### config.mk
export PLATFORM = sky130hd
export DESIGN_NAME = instr_fetch
export DESIGN_NICKNAME = d
export VERILOG_FILES = /design/src/rtl/finder_pkg.sv /design/src/rtl/instr_fifo.sv /design/src/rtl/instr_fetch.sv
export SDC_FILE = /design/constraint.sdc
export NUM_CORES = 1
export LEC_CHECK = 0
export ABC_AREA = 1
export BUFFER_PORTS_ARGS = -buffer_cell sky130_fd_sc_hd__buf_2
export CELL_PAD_IN_SITES_DETAIL_PLACEMENT = 1
export CELL_PAD_IN_SITES_GLOBAL_PLACEMENT = 1
export CORE_MARGIN = 8
export CORE_UTILIZATION = 45
export DETAILED_ROUTE_END_ITERATION = 10
export PLACE_DENSITY_LB_ADDON = 0.25
export SYNTH_ARGS = -nofsm -noshare
export SYNTH_HDL_FRONTEND = slang
export SYNTH_SLANG_ARGS = --single-unit
### constraint.sdc
create_clock -name clk -period 3.4 [get_ports clk]
set_input_delay 0.68 -clock clk [delete_from_list [all_inputs] [get_ports clk]]
set_output_delay 0.68 -clock clk [all_outputs]
set_load 0.005 [all_outputs]
### src/rtl/finder_pkg.sv
`default_nettype none
// ============================================================================
//  Module      : finder_pkg
//  Description : Shared definitions for the instruction fetch front-end:
//                default instruction / address widths, opcode constants used
//                by the decode side, and the prefetch buffer entry type.
//  Contents    : WIDTH_INSTR, WIDTH_JDATA  - default widths
//                OP_*                      - 4-bit opcode constants
//                fetch_entry_t             - {pc, instr} buffered entry
//  Revision    : 1.0 - initial release
// ============================================================================
package finder_pkg;

    localparam int WIDTH_INSTR = 16;
    localparam int WIDTH_JDATA = 24;

    localparam logic [3:0] OP_JZ  = 4'b1001;
    localparam logic [3:0] OP_JMP = 4'b1010;
    localparam logic [3:0] OP_ST  = 4'b1011;
    localparam logic [3:0] OP_LD  = 4'b1100;
    localparam logic [3:0] OP_NOP = 4'b1101;

    // One prefetched instruction together with the address it was read from.
    typedef struct packed {
        logic [WIDTH_JDATA-1:0] pc;
        logic [WIDTH_INSTR-1:0] instr;
    } fetch_entry_t;

endpackage
`default_nettype wire

### src/rtl/instr_fifo.sv
`default_nettype none
// ============================================================================
//  Module      : instr_fifo
//  Description : Synchronous prefetch FIFO of fetch_entry_t with a flush.
//                Flush has priority over push and pop in the same cycle.
//                Simultaneous push and pop both happen; count is unchanged.
//  Ports       : clk, rst_n            - clock, async active-low reset
//                flush                 - empty the buffer at the clock edge
//                push, push_data       - write one entry
//                pop                   - drop the head entry (ignored if empty)
//                head                  - head entry (don't-care when empty)
//                not_empty             - head entry present
//                count                 - number of stored entries
//  Revision    : 1.0 - initial release
// ============================================================================
module instr_fifo
    import finder_pkg::*;
#(
    parameter int DEPTH   = 4,                 // power of 2, >= 2
    parameter int COUNT_W = $clog2(DEPTH) + 1
) (
    input  logic               clk,
    input  logic               rst_n,
    input  logic               flush,
    input  logic               push,
    input  fetch_entry_t       push_data,
    input  logic               pop,
    output fetch_entry_t       head,
    output logic               not_empty,
    output logic [COUNT_W-1:0] count
);

    localparam int ADDR_W = $clog2(DEPTH);
    localparam logic [COUNT_W-1:0] c_DEPTH = COUNT_W'(DEPTH);

    fetch_entry_t        r_mem [DEPTH];
    logic [ADDR_W-1:0]   r_rd_ptr;
    logic [ADDR_W-1:0]   r_wr_ptr;
    logic [COUNT_W-1:0]  r_count;

    logic                w_do_pop;
    logic                w_full;

    assign w_do_pop  = pop && (r_count != '0);
    assign w_full    = (r_count == c_DEPTH);
    assign not_empty = (r_count != '0);
    assign count     = r_count;
    assign head      = r_mem[r_rd_ptr];

    // Pointers wrap naturally because DEPTH is a power of two.
    always_ff @(posedge clk or negedge rst_n) begin
        if (!rst_n) begin
            r_rd_ptr <= '0;
            r_wr_ptr <= '0;
            r_count  <= '0;
        end else if (flush) begin
            r_rd_ptr <= '0;
            r_wr_ptr <= '0;
            r_count  <= '0;
        end else begin
            if (push)     r_wr_ptr <= r_wr_ptr + 1'b1;
            if (w_do_pop) r_rd_ptr <= r_rd_ptr + 1'b1;
            case ({push, w_do_pop})
                2'b10:   r_count <= r_count + 1'b1;
                2'b01:   r_count <= r_count - 1'b1;
                default: r_count <= r_count;
            endcase
        end
    end

    // Storage needs no reset: an entry is only read after it was written.
    always_ff @(posedge clk) begin
        if (push && !flush) r_mem[r_wr_ptr] <= push_data;
    end

    // The fetch credit scheme guarantees a free slot for every returning word.
    a_no_overflow: assert property (@(posedge clk) disable iff (!rst_n) !(push && w_full));

endmodule
`default_nettype wire

### src/rtl/instr_fetch.sv
`default_nettype none
// ============================================================================
//  Module      : instr_fetch
//  Description : Instruction fetch front-end. Keeps the PC, issues reads to a
//                1-cycle-latency synchronous instruction memory, buffers the
//                returned words in a prefetch FIFO and hands them to the
//                decode controller over the instr/valid/next_instr handshake.
//                A jump flushes the buffer and discards the in-flight read.
//  Ports       : clk, rst_n            - clock, async active-low reset
//                run                   - allow new memory reads
//                jump, jdata           - redirect request and target
//                next_instr            - consumer pops head when valid
//                instr, valid, instr_pc- head instruction / present / address
//                imem_en, imem_addr    - memory read strobe and address
//                imem_rdata            - read data, one cycle after imem_en
//  Revision    : 1.0 - initial release
// ============================================================================
module instr_fetch
    import finder_pkg::fetch_entry_t;
#(
    parameter int                     WIDTH_INSTR = finder_pkg::WIDTH_INSTR,
    parameter int                     WIDTH_JDATA = finder_pkg::WIDTH_JDATA,
    parameter int                     FIFO_DEPTH  = 4,
    parameter logic [WIDTH_JDATA-1:0] RESET_PC    = '0
) (
    input  logic                   clk,
    input  logic                   rst_n,
    input  logic                   run,
    input  logic                   jump,
    input  logic [WIDTH_JDATA-1:0] jdata,
    input  logic                   next_instr,
    output logic [WIDTH_INSTR-1:0] instr,
    output logic                   valid,
    output logic [WIDTH_JDATA-1:0] instr_pc,
    output logic                   imem_en,
    output logic [WIDTH_JDATA-1:0] imem_addr,
    input  logic [WIDTH_INSTR-1:0] imem_rdata
);

    localparam int             COUNT_W = $clog2(FIFO_DEPTH) + 1;
    localparam logic [COUNT_W:0] c_DEPTH = (COUNT_W + 1)'(FIFO_DEPTH);

    logic [WIDTH_JDATA-1:0] r_pc;
    logic [WIDTH_JDATA-1:0] r_req_pc;     // address of the read in flight
    logic                   r_inflight;

    logic [COUNT_W-1:0]     w_count;
    logic [COUNT_W:0]       w_occupancy;
    logic                   w_has_credit;
    logic                   w_issue;
    logic                   w_push;
    logic                   w_pop;
    logic                   w_not_empty;
    fetch_entry_t           w_push_entry;
    fetch_entry_t           w_head;

    // Stored entries plus the word still coming back must fit in the buffer.
    assign w_occupancy  = {1'b0, w_count} + {{COUNT_W{1'b0}}, r_inflight};
    assign w_has_credit = (w_occupancy < c_DEPTH);

    // A jump flushes the buffer, so it may always issue its target read.
    // rst_n gates the strobe so no read leaves while reset is held.
    assign w_issue   = rst_n && run && (jump || w_has_credit);
    assign imem_en   = w_issue;
    assign imem_addr = jump ? jdata : r_pc;

    // With 1-cycle memory latency the only outstanding read at a jump returns
    // in the jump cycle itself, so killing it means suppressing this push.
    assign w_push = r_inflight && !jump;
    assign w_pop  = next_instr && w_not_empty && !jump;

    assign w_push_entry = '{pc: r_req_pc, instr: imem_rdata};

    always_ff @(posedge clk or negedge rst_n) begin
        if (!rst_n) begin
            r_pc       <= RESET_PC;
            r_req_pc   <= RESET_PC;
            r_inflight <= 1'b0;
        end else begin
            r_inflight <= w_issue;
            if (w_issue) r_req_pc <= imem_addr;
            if (jump) begin
                // With run=1 the target was read this cycle; continue after it.
                r_pc <= run ? (jdata + 1'b1) : jdata;
            end else if (w_issue) begin
                r_pc <= r_pc + 1'b1;
            end
        end
    end

    instr_fifo #(
        .DEPTH   (FIFO_DEPTH),
        .COUNT_W (COUNT_W)
    ) u_fifo (
        .clk       (clk),
        .rst_n     (rst_n),
        .flush     (jump),
        .push      (w_push),
        .push_data (w_push_entry),
        .pop       (w_pop),
        .head      (w_head),
        .not_empty (w_not_empty),
        .count     (w_count)
    );

    assign valid    = w_not_empty;
    assign instr    = w_head.instr;
    assign instr_pc = w_head.pc;

endmodule
`default_nettype wire

After elaboration in Yosys (flattened, before gate mapping)
Memory sizes are Yosys's and may differ from the RTL's.
Cells that the tools add are included.
{"block": "word_totals", "word_cells": 43, "ff_bits": 56, "memories": 1, "output_inout_bits": 66, "inputBits": 45, "ram_bits": 160}
{"memory": "u_fifo.r_mem", "depth": 4, "word_bits": 40, "rd": 1, "rd_clocked_by_memory_dff": 0, "write_ports": 1, "line": "instr_fifo.sv:36", "text": "fetch_entry_t r_mem [DEPTH];"}
{"block": "classes", "order_cmp": 1, "n_mux": 12, "reduce_logical": 14, "eq_ne": 2, "addsub": 7}
{"cell": "24-bit two-way mux", "n": 4}
{"cell": "24-bit by 1-bit adder with 24-bit output (second input constant)", "n": 2}
{"cell": "2-bit two-way mux", "n": 4}
{"cell": "1-bit logical AND", "n": 7}
{"cell": "3-bit one-hot mux with 2 select lines", "n": 1}
{"cell": "2-bit nonzero test", "n": 3}
{"cell": "3-bit nonzero test", "n": 2}
{"cell": "2-bit by 1-bit adder with 2-bit output (second input constant)", "n": 2}
{"cell": "3-bit by 1-bit adder with 4-bit output", "n": 1}
{"cell": "4-bit by 3-bit less-than comparator with 1-bit output (second input constant)", "n": 1}
{"cell": "3-bit by 1-bit adder with 3-bit output (second input constant)", "n": 1}
{"cell": "3-bit two-way mux", "n": 1}
{"cell": "3-bit by 1-bit subtractor with 3-bit output (second input constant)", "n": 1}
{"cell": "2-bit by 1-bit == test with 1-bit output (second input constant)", "n": 1}
{"cell": "2-bit == test (second input constant)", "n": 1}
{"cell": "1-bit two-way mux", "n": 2}
{"cell": "1-bit logical NOT", "n": 1}
{"cell": "1-bit logical OR", "n": 1}

Longest topological paths before layout
{"block": "logic_depth", "ltp_word": 7, "depth_mapped": 12, "depth_no_buf": 12}

Cells and area by module
From an unflattened synthesis, not the netlist that was laid out.
{"block": "hier_totals", "cells_unflattened": 1009, "area_unflattened_um2": 9940.8}
{"mod": "instr_fifo", "seq_area_each_um2": 4979.8, "cells_each": 451, "instances": 1, "area_per_inst_um2": 6434.9}
{"mod": "instr_fetch", "seq_area_each_um2": 1226.2, "cells_each": 558, "instances": 1, "area_per_inst_um2": 3505.9}

Least setup slack after synthesis
No wires, ideal clock.
{"block": "synth_path", "kind": "input port to flip-flop", "from": "input port jump", "to": "memory u_fifo.r_mem[0][0] (netlist bit) (enable)", "stages": 6, "path_buffers": 3, "setup_time_ps": 437, "arrival_ps": 3057, "setup_slack_ps": -95, "required_ps": 2963, "path_cell_list": "buf_2 > inv_1 > buf_2 > buf_2 > nand2_1 > nor2_1"}
{"block": "synth_via", "elab_chain_cells": 5}
{"element": "start, declared", "line": "instr_fetch.sv:29", "text": "input logic jump,"}
{"element": "1-bit logical NOT *", "line": "instr_fifo.sv:73, instr_fetch.sv:69"}
{"element": "1-bit logical AND", "line": "instr_fetch.sv:69", "text": "assign w_push = r_inflight && !jump;"}
{"element": "1-bit logical AND *", "line": "instr_fifo.sv:73", "text": "if (push && !flush) r_mem[r_wr_ptr] <= push_data;"}
{"element": "1-bit two-way mux *", "line": "instr_fifo.sv:73"}
{"element": "1-bit two-way mux (implied by the code) *", "line": "instr_fifo.sv:73"}
{"element": "end, declared", "line": "instr_fifo.sv:36"}
Every way passes the cells marked *; elsewhere a longest branch is shown, timed or not.

Worst setup path after layout
{"block": "layout_path", "from": "register u_fifo.r_rd_ptr[0]", "to": "output port instr_pc[17]"}
{"block": "layout_via", "elab_chain_cells": 1}
{"element": "start, declared", "line": "instr_fifo.sv:37", "text": "logic [ADDR_W-1:0] r_rd_ptr;"}
{"element": "start signal, assigned", "line": "instr_fifo.sv:62", "text": "if (w_do_pop) r_rd_ptr <= r_rd_ptr + 1'b1;"}
{"element": "memory 4 x 40 bit"}
{"element": "end, declared", "line": "instr_fetch.sv:34", "text": "output logic [WIDTH_JDATA-1:0] instr_pc,"}
Every way passes these cells.

==> key figures <==
Status
  • Status: finished, final reports clean

Worst setup path
  • Reg2Reg Launch Point: r_inflight
  • Critical path's top delay family: buffers and inverters
  • R2R Path End: r_pc[22]
  • Critical Path RT: 2.72 ns
  • CP Launch Type: flop
  • Worst r2r path cells: 11
  • Worst setup EP type: output port
  • Critical Path Max Stage Delay: 0.63 ns
  • Buf/Inv on CP: 2
  • Reg2reg setup slack: 1.35 ns
  • Crit Path Max Fanout: 81
  • CP Cell Sequence: buf_4 -> o21ai_0 -> o22ai_1 -> buf_2
  • Critical Path AT: 2.20 ns
  • Crit-path slowest cell: buf_4
  • Crit path kind: flop to output port

Floorplan
  • Core area: 0.02162 sq mm
  • Die Wd: 163.8 microns
  • Die Area: 0.02682 sq mm
  • Cell Rows: 54
  • Io pins: 111
  • Die height: 163.8 microns
  • Initial Utilization: 45.45%

Final layout
  • Synthesis-to-layout area growth: 17.24%
  • Ant diodes: 0
  • Design Area, Final: 0.01152 sq mm
  • Commonest non-fill, non-tap cell in the layout: nand2_1
  • Layout cell share with drive strength beyond 1: 15.51%
  • Post-Layout Cell Count: 1,421
  • Commonest non-fill, non-tap cells in the layout: nand2_1, edfxtp_1, nor2_1
  • Final Util: 53.28%
  • Fin nets: 1,177

Clock network
  • Clk slew on worst S/H paths: 0.06 ns
  • Clk_lat worst skew: 0.49 ns
  • Longest Clk Path Bufs: 3
  • Inserted Clock Buffers: 23
  • Root Buffer: clkbuf_16
  • Post-CTS setup buffers: 0
  • Post-cts hold buffer count: 0
  • CTS tree: done
  • H-tree depth: 1
  • Total clock sinks: 216
  • Post-cts sizing count: 0

Placement
  • Post-DP HPWL: 19.17 mm
  • GP Congestion: 0.8920
  • Place WS: 0.8200 ns
  • Dpl cells: 1,380
  • Port Buffers: 110
  • DP Area: 0.01074 sq mm

Routing
  • DR WL/cell: 19.22 microns
  • Final wirelength: 27.31 mm
  • 1st-iter DRT viols: 500
  • Router iterations before antenna repair: 5
  • Drc violations: 0
  • Via count: 7,616
  • Vias per cell: 5.360
  • Antenna Nets Post-Route: 0

Yosys
  • Synth Instances: 1,021
  • Fraction of the yosys area taken by sequential cells: 63.16%
  • Syn_area_per_cell: 9.624 sq um
  • Library cells used by synthesis: 33
  • Mapped Nets: 1,073
  • Yosys reg bits: 216
  • Cell Area, Synth: 0.009826 sq mm
  • Yosys Warn Count: 0

STA
  • Slew Viols, Final: 0
  • PnR worst setup slack: 0.5217 ns
  • Least-Margin Pin Slew: 0.8001 ns
  • Final hold viol count: 0
  • RSZ-0062 raised after global routing: false
  • Fin crit period: 2.878 ns
  • Crit share post-route: 84.66%
  • Final setup fails: 0
  • Achievable Freq: 0.3474 GHz
  • Worst slew margin relative to its limit: 46.66%
  • Clock skew: 0.008456 ns

Pwr
  • Static leakage: 4.685 nW
  • Peak VDD IR: 0.2855 mV
  • Pwr Density: 616.1 mW/mm^2
  • Pwr Total: 7.098 mW

Run
  • Max Cap Viol: 0

Global routing
  • First-pass GRT wire length: 43.61 mm
  • Vias in the first global route: 8,095
  • Maximum number of pins on one net before global-route repair: 82
  • Grt ovf: 0
  • GRT Total Usage: 20.48%
  • Initial antenna violation count: 0

Worst hold path
  • Hold crit path type: input pin to asynchronous set/reset pin
## through the flow
step | hold slack [ns] | setup TNS (ns)
3_3_place_gp | 0.4877 | 0
6_report | 0.3524 | 0
4_1_cts | 0.3733 | 0
3_5_place_dp | 0.4915 | 0
2_1_floorplan | 0.3844 | -15.14
5_1_grt | 0.3857 | 0
## Yosys cell counts
cell type,count,area [sq um]
nand3_1,49,245.2
o21ai_0,123,615.6
nand4_1,9,56.30
nor2_2,2,12.51
nor3_4,1,16.27
or2_2,1,6.260
nand3b_1,2,15.01
o21ai_1,1,5.000
dfrtp_1,56,1401
o31ai_1,1,7.510
edfxtp_1,160,4805
nor3_1,3,15.01
o221ai_1,1,8.760
clkinv_1,1,3.750
xor2_1,8,70.07
o22ai_1,40,250.2
xnor2_1,3,26.28
nor2_1,153,574.3
inv_1,67,251.5
a21oi_1,15,75.07
buf_2,11,55.05
a22oi_1,1,7.510
buf_1,8,30.03
ha_1,6,75.07
nand2_1,255,957.2
nand2_2,4,25.02
o21a_1,1,7.510
o211ai_1,5,37.54
nand3_2,1,10.01
fa_1,1,20.02
a31oi_1,5,31.28
clkbuf_1,26,97.59
nor2_4,1,11.26
## cells by family after synthesis
kind of cell,synth area share [%]
and+or+nand+nor,19.79
DFF,63.16
AOI/OAI and AO/OA,10.65
buffers and inverters,4.457
xor gates and xnor gates,0.9806
adders and majority gates,0.9678
## state kept, by name (all words and copies together), names as in the netlist
register         flops
r_inflight           1
r_pc                24
r_req_pc            24
u_fifo.count         3
u_fifo.r_mem       160
u_fifo.r_rd_ptr      2
u_fifo.r_wr_ptr      2
## how the worst max path moves through the flow
stage                  startpoint                 end  depth (start not counted)
6_report       u_fifo.r_rd_ptr[0]        instr_pc[17]                          4
5_1_grt        u_fifo.r_rd_ptr[0]        instr_pc[19]                          4
4_1_cts        u_fifo.r_rd_ptr[0]        instr_pc[17]                          4
3_5_place_dp                 jump        imem_addr[9]                          5
3_3_place_gp                 jump        imem_addr[9]                          5
2_1_floorplan                jump  u_fifo.r_mem[0][0]                          6
## layout make-up
type | instances | area [sq um]
Inverter | 68 | 255.2
Fill cell | 2505 | 10100
Clock inverter | 7 | 90.09
Sequential cell | 216 | 6207
Clock buffer | 34 | 686.9
Tap cell | 280 | 350.3
Multi-Input combinational cell | 692 | 3212
Timing Repair Buffer | 124 | 718.2
## worst register-to-register path, stage by stage (launching register included)
cell and delay (ns):
dfrtp_1 0.43, nand2_1 0.07, o21ai_0 0.16, nand2_1 0.11
nand2_2 0.39, nand2_1 0.13, inv_1 0.35, nand2_1 0.10
nand2_1 0.09, inv_1 0.04, nand2_1 0.05, inv_1 0.04
## layer usage
| layer | part of all wire [%] | vias up | global-route usage, % |
|---|---|---|---|
| met5 | 0 | - | 0 |
| met3 | 4.8 | 52 | 2.556 |
| met2 | 50 | 191 | 36.48 |
| met4 | 2.7 | 0 | 6.777 |
| li1 | - | 3694 | - |
| met1 | 42 | 3679 | 25.36 |
## where the power goes
group          switching (mW)  internal (mW)  total [mW]
logic                   0.850          0.442        1.29
registers               0.203           3.09        3.29
clock network           0.971           1.55        2.52
No activity file was read; power rests on OpenSTA's default activity.
